===== src/rtl/pc_ras.sv =====
// pc_ras: fetch-stage program counter with stall, prioritised redirect and an
// optional circular return-address stack for BL/RET acceleration.
// Build option: define PC_RAS_EN to include the return-address stack; without
// it call/ret are ignored and the RAS flags read as empty/not-full/clear.
module pc_ras #(
    parameter int unsigned       WIDTH       = 64,
    parameter int unsigned       STEP        = 1,
    parameter logic [WIDTH-1:0]  RESET_VALUE = '0,
    parameter int unsigned       RAS_DEPTH   = 4
) (
    input  logic             clock,
    input  logic             reset,
    input  logic             stall,
    input  logic             redirect_en,
    input  logic [WIDTH-1:0] redirect_target,
    input  logic             call,
    input  logic             ret,
    output logic [WIDTH-1:0] counter,
    output logic             ras_empty,
    output logic             ras_full,
    output logic             ras_overflow,
    output logic             ras_underflow
);

    localparam logic [WIDTH-1:0] STEP_W = WIDTH'(STEP);

    logic [WIDTH-1:0] counter_q, counter_d;

`ifdef PC_RAS_EN
    localparam int unsigned PTR_W = (RAS_DEPTH > 1) ? $clog2(RAS_DEPTH) : 1;
    localparam int unsigned CNT_W = $clog2(RAS_DEPTH + 1);
    localparam logic [CNT_W-1:0] DEPTH_C = CNT_W'(RAS_DEPTH);

    logic [WIDTH-1:0] ras_q [RAS_DEPTH];
    logic [WIDTH-1:0] ras_d [RAS_DEPTH];
    logic [PTR_W-1:0] wp_q, wp_d;
    logic [CNT_W-1:0] cnt_q, cnt_d;
    logic             ovf_q, ovf_d;
    logic             unf_q, unf_d;

    // Next-state priority: redirect (with optional push) > ret > stall > increment.
    always_comb begin
        counter_d = counter_q;
        ras_d     = ras_q;
        wp_d      = wp_q;
        cnt_d     = cnt_q;
        ovf_d     = ovf_q;
        unf_d     = unf_q;
        if (redirect_en) begin
            counter_d = redirect_target;
            if (call) begin
                // Write pointer wraps naturally; a push while full overwrites the oldest slot.
                ras_d[wp_q] = counter_q + STEP_W;
                wp_d        = wp_q + PTR_W'(1);
                if (cnt_q == DEPTH_C) begin
                    ovf_d = 1'b1;
                end else begin
                    cnt_d = cnt_q + CNT_W'(1);
                end
            end
        end else if (ret && (cnt_q != '0)) begin
            counter_d = ras_q[wp_q - PTR_W'(1)];
            wp_d      = wp_q - PTR_W'(1);
            cnt_d     = cnt_q - CNT_W'(1);
        end else if (ret) begin
            unf_d = 1'b1;
        end else if (!stall) begin
            counter_d = counter_q + STEP_W;
        end
    end

    // Counter, stack pointer, occupancy and sticky flags.
    always_ff @(posedge clock) begin
        if (reset) begin
            counter_q <= RESET_VALUE;
            wp_q      <= '0;
            cnt_q     <= '0;
            ovf_q     <= 1'b0;
            unf_q     <= 1'b0;
        end else begin
            counter_q <= counter_d;
            wp_q      <= wp_d;
            cnt_q     <= cnt_d;
            ovf_q     <= ovf_d;
            unf_q     <= unf_d;
        end
    end

    // Stack storage; contents are meaningless while count is zero, so no reset.
    always_ff @(posedge clock) begin
        if (!reset) begin
            ras_q <= ras_d;
        end
    end

    assign ras_empty     = (cnt_q == '0);
    assign ras_full      = (cnt_q == DEPTH_C);
    assign ras_overflow  = ovf_q;
    assign ras_underflow = unf_q;
`else
    logic unused_ras_inputs;
    assign unused_ras_inputs = ^{call, ret};

    // Next-state priority without a stack: redirect > stall > increment.
    always_comb begin
        counter_d = counter_q + STEP_W;
        if (redirect_en) begin
            counter_d = redirect_target;
        end else if (stall) begin
            counter_d = counter_q;
        end
    end

    // Counter register.
    always_ff @(posedge clock) begin
        if (reset) begin
            counter_q <= RESET_VALUE;
        end else begin
            counter_q <= counter_d;
        end
    end

    assign ras_empty     = 1'b1;
    assign ras_full      = 1'b0;
    assign ras_overflow  = 1'b0;
    assign ras_underflow = 1'b0;
`endif

    assign counter = counter_q;

endmodule

===== config.mk =====
export PLATFORM = sky130hd
export DESIGN_NAME = pc_ras
export DESIGN_NICKNAME = d
export VERILOG_FILES = /design/src/rtl/pc_ras.sv
export SDC_FILE = /design/constraint.sdc
export NUM_CORES = 1
export LEC_CHECK = 0
export ABC_AREA = 1
export CORE_ASPECT_RATIO = 0.7
export CORE_MARGIN = 5
export CORE_UTILIZATION = 49
export CTS_CLUSTER_SIZE = 40
export DETAILED_ROUTE_END_ITERATION = 10
export GPL_ROUTABILITY_DRIVEN = 0
export GPL_TIMING_DRIVEN = 1
export PLACE_DENSITY = 0.82
export RECOVER_POWER = 50
export SLEW_MARGIN = 10
export SYNTH_ARGS = -nofsm -noshare
export SYNTH_HDL_FRONTEND = slang
export SYNTH_SLANG_ARGS = --single-unit

===== constraint.sdc =====
create_clock -name clock -period 1.76 [get_ports clock]
set_input_delay 0.352 -clock clock [delete_from_list [all_inputs] [get_ports clock]]
set_output_delay 0.352 -clock clock [all_outputs]
set_load 0.005 [all_outputs]

==> run_results.csv, run 1 <==
group,metric,value,unit
floorplan,die_h,92.6,um
floorplan,core_area,9610,um^2
power_and_ir_drop,seqPwrFrac,37.2,%
timing,setup_viol,0,
power_and_ir_drop,finalPower,4.45,mW
final_layout,diodes,0,
hold_path,hp-class,"input pin to flip-flop",
timing,tightest_slew,0.671,ns
status,status,"finished, final reports clean",
critical_path,max_stage_delay,0.59,ns
power_and_ir_drop,power_leakage,2.78,nW
global_route,antenna_found_initial,0,
timing,setup_tns,0,ns
critical_path,critPathRequiredTime,1.41,ns
critical_path,arrival,1.41,ns
critical_path,path_delay_family,"buffers and inverters",
clock_network,postCtsHoldBufs,0,
timing,period_needed,1.76,ns
route,drtIter0Drc,752,
power_and_ir_drop,cellPowerDensity,623,nW/um^2
synthesis,synth_seq_area_share,26.8,%
global_route,grt_max_degree,59,
power_and_ir_drop,p_int,3.31,mW
timing,hold_viol,0,
floorplan,dieArea,11900,um^2
power_and_ir_drop,p_sw,1.14,mW
critical_path,cp_slowest_cell,"clkdlybuf4s50_1",
clock_network,insertion_delay,0.34,ns
floorplan,chipWidth,128,um
power_and_ir_drop,swShare,25.7,%
floorplan,start_util,49.7,%
power_and_ir_drop,max-vdd-ir-drop,0.458,mV
route,vias,6250,
timing,timing.hold.ws,0.383,ns
clock_network,root_buffer,"clkbuf_16",
clock_network,cts.clk_slew.worst_paths,0.05,ns
global_route,grt_pass1_wl,29100,um
final_layout,instances_no_fill,1168,
route,ant_nets,0,
place,place_hpwl,13700,um
timing,skew,0.00560,ns
final_layout,layout_commonest_cell,"nand2_1",
synthesis,avgSynthCellArea,5.57,um^2
route,drt-total-wl,18200,um
timing,max_freq,568,MHz
timing,drv_slew,0,
critical_path,path_class,"flip-flop to output pin",
floorplan,num_rows,30,
power_and_ir_drop,clkPwrFrac,44.3,%
final_layout,nNetsFinal,1107,
power_and_ir_drop,combinationalPowerShare,18.4,%
route,remaining_drc_errors,0,
floorplan,io_pins,138,
final_layout,area_growth,49.3,%
synthesis,ys_warn_count,0,
job,max_cap_viol_count,0,
clock_network,cts_tree,"done",
synthesis,ys_ff_latch,64,
clock_network,cts-buffers-inserted,9,
global_route,grt_pass1_vias,5818,
timing,grt_setup_unrepaired,"yes",
clock_network,clockBufferDepth,2,
synthesis,syn_inst,858,
final_layout,layout_common_cells,"nand2_1 (267), clkdlybuf4s50_1 (128), inv_1 (114)",
critical_path,path_buf_inv,1,
critical_path,critPathCaptureType,"output pin",
critical_path,crit_fanout,5,
global_route,track_usage,30.5,%
timing,maxSlewHeadroom,55.3,%
timing,period_share,100,%
synthesis,yosys.cell_types.count,30,
final_layout,layout-drive-gt1-share,14.1,%
route,via_per_inst,5.35,
final_layout,largest_reg_flops,64,
global_route,overflow,0,
critical_path,critPathLaunchType,"flip-flop",
route,firstDrtPassIters,5,
place,portBuffers,131,
critical_path,crit_chain,"clkdlybuf4s50_1",
place,dp_cells,1152,
clock_network,htree_num_levels,3,
clock_network,clock-sinks,64,
route,wl_per_cell,15.6,um
synthesis,syn_area,4780,um^2
-- final cells by class --
| class | count | area (um^2) |
|---|---|---|
| inverter | 116 | 435 |
| tap | 128 | 160 |
| fill | 812 | 2470 |
| clock buffer | 12 | 256 |
| multi-input combinational | 650 | 3090 |
| clock inverter | 3 | 65.1 |
| timing repair buffer | 195 | 1830 |
| sequential | 64 | 1300 |
-- Yosys cell counts (all sizes together) --
library cell | n | area share (%)
a31oi | 17 | 2.2
nand2 | 286 | 23
o211ai | 1 | 0.16
inv | 116 | 9.1
clkbuf | 16 | 1.3
ha | 1 | 0.26
nand3 | 62 | 6.6
nand4 | 5 | 0.65
or2 | 1 | 0.13
a22o | 3 | 0.55
dfxtp | 64 | 27
a21oi | 49 | 5.1
nor3 | 1 | 0.10
conb | 2 | 0.16
xor2 | 10 | 1.8
nor2 | 133 | 12
o21ai | 68 | 7.1
xnor2 | 8 | 1.5
nand3b | 1 | 0.16
buf | 14 | 1.5
-- routing by layer --
layer | wire length, um | GRT usage (%) | vias to the layer above
met5 | 0 | 0 | -
met4 | 399 | 9.19 | 0
met3 | 2530 | 8.82 | 41
met2 | 7320 | 41.7 | 414
met1 | 8000 | 45.4 | 2753
li1 | - | - | 3042
-- power groups by stage --
| stage | sequential (mW) | clock, mW | combinational (mW) |
|---|---|---|---|
| detailed placement | 1.67 | 0 | 0.803 |
| floorplan | 1.67 | 0 | 0.305 |
| global placement | 1.67 | 0 | 0.791 |
| finish | 1.66 | 1.97 | 0.820 |
| global route | 1.67 | 2.03 | 0.902 |
| CTS | 1.64 | 1.97 | 0.813 |
-- worst register-to-register path, delay by kind of cell, from the launching register on --
kind,cells,cell delay (ns)
buffers and inverters,1,0.17
and+or+nand+nor,8,0.93
DFF,1,0.38
AOI/OAI and AO/OA,1,0.07
-- metrics by stage --
step | utilization (%) | instance area, um^2 | worst slack, ns
2_1_floorplan | - | 4790 | 0.207
3_3_place_gp | 69.1 | 6640 | 0.00729
3_5_place_dp | 69.1 | 6640 | -0.0141
4_1_cts | 72.5 | 6970 | 0.0115
5_1_grt | 74.3 | 7140 | -0.0246
6_report | 74.3 | 7140 | 0.000576
-- logic make-up (layout without fill, tap and decap cells) --
group,count (synthesis),count (layout),synth area share [%]
AOI/OAI and AO/OA,138,138,15.2
DFF,64,64,26.8
and+or+nand+nor,489,489,42.4
other,2,4,0.157
xor gates and xnor gates,18,18,3.30
buffers and inverters,146,326,11.9
adders and majority gates,1,1,0.262
-- path summary, 6_finish.rpt --
path / start / end / slack, ns / depth (start not counted)
worst max-delay path: counter[51] / counter[51] / 0.0006 / 1
worst min-delay path: reset / counter[1] / 0.38 / 4
worst max register to register: counter[33] / counter[61] / 0.08 / 10
worst min register to register: counter[15] / counter[15] / 0.53 / 2
-- timing repair --
action                     in CTS  in global routing
resized for setup               2                 58
setup buffers                   0                  1
pin swaps                       0                  6
setup endpoints to repair       2                 47
Note: power is estimated with default switching activity, not from simulation.
==> inputs of run 2 (changes only) <==
- MAX_ROUTING_LAYER: not set -> met4
==> run_results.csv, run 2 (synthesis results as in run 1) <==
group,metric,value,unit
status,status,"finished, violations left",
status,violations,"setup timing",
global_route,antenna_found_initial,0,
floorplan,die_h,92.6,um
route,remaining_drc_errors,0,
route,drtIter0Drc,742,
timing,hold_viol,0,
route,ant_nets,0,
final_layout,ff_latch_area,1300,um^2
timing,max_freq,568,MHz
global_route,grt_max_degree,59,
timing,period_share,100,%
job,max_cap_viol_count,0,
power_and_ir_drop,max-vdd-ir-drop,0.456,mV
clock_network,clockBufferDepth,2,
floorplan,chipWidth,128,um
timing,timing.hold.ws,0.385,ns
global_route,track_usage,31.3,%
critical_path,critPathCaptureType,"output pin",
place,place_ws,-0.0141,ns
place,dpl_cell_area,6640,um^2
floorplan,start_util,49.7,%
floorplan,num_rows,30,
final_layout,layout-drive-gt1-share,14.0,%
floorplan,core_area,9610,um^2
final_layout,fillers,810,
final_layout,nNetsFinal,1107,
final_layout,instances_no_fill,1168,
clock_network,clock-sinks,64,
timing,grt_setup_unrepaired,"yes",
critical_path,max_stage_delay,0.59,ns
route,vias,6250,
timing,drv_slew,0,
timing,skew,0.00471,ns
timing,setup_tns,-0.000172,ns
route,wl_per_cell,15.6,um
route,via_per_inst,5.35,
clock_network,cts_tree,"done",
final_layout,fin_area,7120,um^2
clock_network,cts.clk_slew.worst_paths,0.05,ns
power_and_ir_drop,cellPowerDensity,623,nW/um^2
place,dp_cells,1152,
final_layout,largest_reg_flops,64,
floorplan,dieArea,11900,um^2
final_layout,multi_input_area,3090,um^2
global_route,grt_pass1_vias,5822,
clock_network,htree_num_levels,3,
critical_path,arrival,1.41,ns
floorplan,io_pins,138,
clock_network,insertion_delay,0.34,ns
power_and_ir_drop,power_leakage,2.80,nW
route,drt-total-wl,18200,um
critical_path,path_class,"flip-flop to output pin",
critical_path,crit_fanout,5,
final_layout,layout_commonest_cell,"nand2_1",
critical_path,crit_chain,"clkdlybuf4s50_1",
global_route,overflow,0,
timing,setup_viol,1,
timing,period_needed,1.76,ns
hold_path,hp-class,"input pin to flip-flop",
final_layout,diodes,0,
final_layout,area_growth,49.0,%
global_route,grt_pass1_wl,29100,um
critical_path,critPathRequiredTime,1.41,ns
critical_path,path_delay_family,"buffers and inverters",
clock_network,cts-buffers-inserted,9,
final_layout,layout_common_cells,"nand2_1 (266), clkdlybuf4s50_1 (117), inv_1 (114)",
timing,maxSlewHeadroom,54.6,%
critical_path,critPathLaunchType,"flip-flop",
timing,tightest_slew,0.681,ns
critical_path,path_buf_inv,1,
timing,worst_slack,-0.000172,ns
route,firstDrtPassIters,8,
place,place_hpwl,13700,um
clock_network,root_buffer,"clkbuf_16",
critical_path,cp_slowest_cell,"clkdlybuf4s50_1",
place,portBuffers,131,
[run 2: stage by stage]
step                      power, mW  util [%]
after global placement         2.46      69.1
final                          4.44      74.1
after global routing           4.59      74.1
after CTS                      4.43      72.5
after detailed placement       2.47      69.1
after floorplan                1.97         -
[run 2: final cells by class]
| cell class | count | share of cell area (%) |
|---|---|---|
| multi-input combinational | 650 | 43.4 |
| timing repair buffer | 195 | 25.5 |
| sequential | 64 | 18.2 |
| inverter | 116 | 6.11 |
| clock buffer | 12 | 3.60 |
| tap | 128 | 2.25 |
| clock inverter | 3 | 0.914 |
[run 2: path summary, 6_finish.rpt]
path,start,endpoint,slack [ns],cells past startpoint
max,counter[51],counter[51],-0.0002,1
min,reset,counter[1],0.38,4
max reg2reg,counter[33],counter[61],0.09,10
min reg2reg,counter[15],counter[15],0.54,2
[run 2: layer usage]
metal  up-vias  share of wire [%]  GRT usage, %
met5         -                  0             -
met4         0                2.1          8.83
met3        35                 13          8.07
met2       367                 40          42.3
met1      2804                 45          45.6
li1       3044                  -             -
[run 2: timing repair]
action | CTS | global route
cloned | 0 | 0
hold buffers | 0 | 0
endpoints found under the setup margin | 2 | 47
resized for setup | 2 | 59
buffers inserted | 0 | 1
pin swaps | 0 | 6
[run 2: where the power goes]
| part | switching (mW) | internal [mW] |
|---|---|---|
| sequential | 0.113 | 1.54 |
| combinational | 0.362 | 0.449 |
| clock | 0.665 | 1.31 |
==> inputs of run 3 (changes only) <==
--- a/config.mk
+++ b/config.mk
@@ -9,5 +9,5 @@
 export CORE_ASPECT_RATIO = 0.7
 export CORE_MARGIN = 5
-export CORE_UTILIZATION = 49
+export CORE_UTILIZATION = 50
 export CTS_CLUSTER_SIZE = 40
 export DETAILED_ROUTE_END_ITERATION = 10
@@ -15,5 +15,5 @@
 export GPL_TIMING_DRIVEN = 1
 export MAX_ROUTING_LAYER = met4
-export PLACE_DENSITY = 0.82
+export PLACE_DENSITY = 0.84
 export RECOVER_POWER = 50
 export SLEW_MARGIN = 10
==> constraint.sdc (replaced) <==
create_clock -name clock -period 2.1 [get_ports clock]
set_input_delay 0.42 -clock clock [delete_from_list [all_inputs] [get_ports clock]]
set_output_delay 0.42 -clock clock [all_outputs]
set_load 0.02 [all_outputs]
==> run_results.csv, run 3 (synthesis results as in run 1) <==
group,metric,value,unit
floorplan,dieArea,11600,um^2
clock_network,cts_setup_buffers,0,
final_layout,layout-drive-gt1-share,5.46,%
timing,tightest_slew,0.728,ns
critical_path,critPathRequiredTime,2.37,ns
place,dp_cells,1097,
critical_path,path_buf_inv,0,
final_layout,postLayoutCoreUtil,70.8,%
critical_path,max_stage_delay,0.42,ns
final_layout,instances_no_fill,1113,
status,status,"finished, final reports clean",
route,met3_length,2370,um
critical_path,crit_fanout,6,
timing,setup_tns,0,ns
route,remaining_drc_errors,0,
route,firstDrtPassIters,6,
timing,grt_setup_unrepaired,"no",
power_and_ir_drop,cellPowerDensity,531,nW/um^2
final_layout,diodes,0,
final_layout,layout_common_cells,"nand2_1 (278), nor2_1 (118), inv_1 (115)",
clock_network,cts-buffers-inserted,9,
critical_path,arrival,2.24,ns
clock_network,cts_tree,"done",
timing,period_share,93.6,%
timing,drv_slew,0,
critical_path,cp_slowest_cell,"dfxtp_1",
power_and_ir_drop,p_sw,1.01,mW
power_and_ir_drop,power_leakage,2.49,nW
floorplan,io_pins,138,
power_and_ir_drop,p_int,2.43,mW
global_route,grt_max_degree,60,
floorplan,chipWidth,127,um
route,wl_met2,6770,um
global_route,grt_pass1_wl,27400,um
power_and_ir_drop,combinationalPowerShare,19.7,%
job,max_cap_viol_count,0,
route,drt-total-wl,17200,um
route,via_per_inst,5.39,
global_route,track_usage,30.1,%
power_and_ir_drop,max-vdd-ir-drop,0.370,mV
route,ant_nets,0,
route,drtIter0Drc,821,
clock_network,ctsResizeCount,0,
critical_path,path_class,"flip-flop to flip-flop",
place,dpl_cell_area,6230,um^2
timing,max_freq,509,MHz
clock_network,clockBufferDepth,2,
clock_network,insertion_delay,0.34,ns
clock_network,clock-sinks,64,
route,top_layer,"met4",
clock_network,root_buffer,"clkbuf_16",
timing,maxSlewHeadroom,51.5,%
floorplan,start_util,52.1,%
final_layout,nNetsFinal,1055,
clock_network,cts.clk_slew.worst_paths,0.05,ns
clock_network,htree_num_levels,3,
critical_path,critPathLaunchType,"flip-flop",
final_layout,layout_commonest_cell,"nand2_1",
route,wl_per_cell,15.4,um
clock_network,postCtsHoldBufs,0,
power_and_ir_drop,clkPwrFrac,39.8,%
hold_path,hp-class,"input pin to flip-flop",
route,vias,6003,
floorplan,num_rows,29,
critical_path,path_delay_family,"simple AND/OR/NAND/NOR gates",
timing,timing.hold.ws,0.562,ns
critical_path,critPathCaptureType,"flip-flop",
final_layout,area_growth,35.9,%
global_route,overflow,0,
final_layout,fin_area,6500,um^2
timing,skew,0.00396,ns
timing,hold_viol,0,
floorplan,die_h,91.8,um
power_and_ir_drop,seqPwrFrac,40.5,%
place,place_hpwl,13100,um
route,met1Wirelength,7590,um
critical_path,crit_chain,"nand2_1, nor2_1, nand2_1, nor2_1, nand2_1, o21ai_0, nand3_1, a21oi_1",
final_layout,largest_reg_flops,64,
timing,setup_viol,0,
floorplan,core_area,9180,um^2
power_and_ir_drop,swShare,29.4,%
timing,period_needed,1.96,ns
critical_path,crit_top_cell,"nand2_1",
global_route,antenna_found_initial,0,
place,portBuffers,131,
global_route,grt_pass1_vias,5449,
## run 3: per-stage QoR
stage	setup WS, ns	power, mW
6_report	0.135	3.45
3_5_place_dp	0.222	2.11
4_1_cts	0.172	3.46
2_1_floorplan	0.394	1.74
5_1_grt	0.0320	3.58
3_3_place_gp	0.259	2.10
## run 3: layer usage
metal  up-vias  global-route usage, %
li1       2948                      -
met1      2631                   42.2
met3        42                   8.13
met4         0                   9.29
met5         -                      -
met2       382                   41.9
## run 3: final timing paths
check | start | endpoint | slack [ns] | depth (start not counted)
setup / recovery | counter[27] | counter[37] | 0.14 | 8
hold reg to reg | counter[26] | counter[26] | 0.56 | 2
setup reg to reg | counter[27] | counter[37] | 0.14 | 8
hold / removal | reset | counter[24] | 0.56 | 3
## run 3: worst register-to-register path, stage by stage, from the launching register on
cell and delay, ns:
dfxtp_1 0.42, nand2_1 0.17, nor2_1 0.33, nand2_1 0.17
nor2_1 0.13, nand2_1 0.24, o21ai_0 0.23, nand3_1 0.09
a21oi_1 0.13
## run 3: final cells by class
type / instances / area, um^2
clock buffer: 12 / 246
clock inverter: 4 / 20.0
fill: 823 / 2680
inverter: 116 / 435
tap: 124 / 155
sequential: 64 / 1280
multi-input combinational: 650 / 2950
timing repair buffer: 143 / 1410
## run 3: power groups by stage
stage / sequential (mW) / combinational, mW / clock, mW
floorplan: 1.48 / 0.260 / 0
global placement: 1.42 / 0.679 / 0
detailed placement: 1.42 / 0.689 / 0
CTS: 1.39 / 0.694 / 1.38
global route: 1.41 / 0.736 / 1.44
finish: 1.40 / 0.679 / 1.37
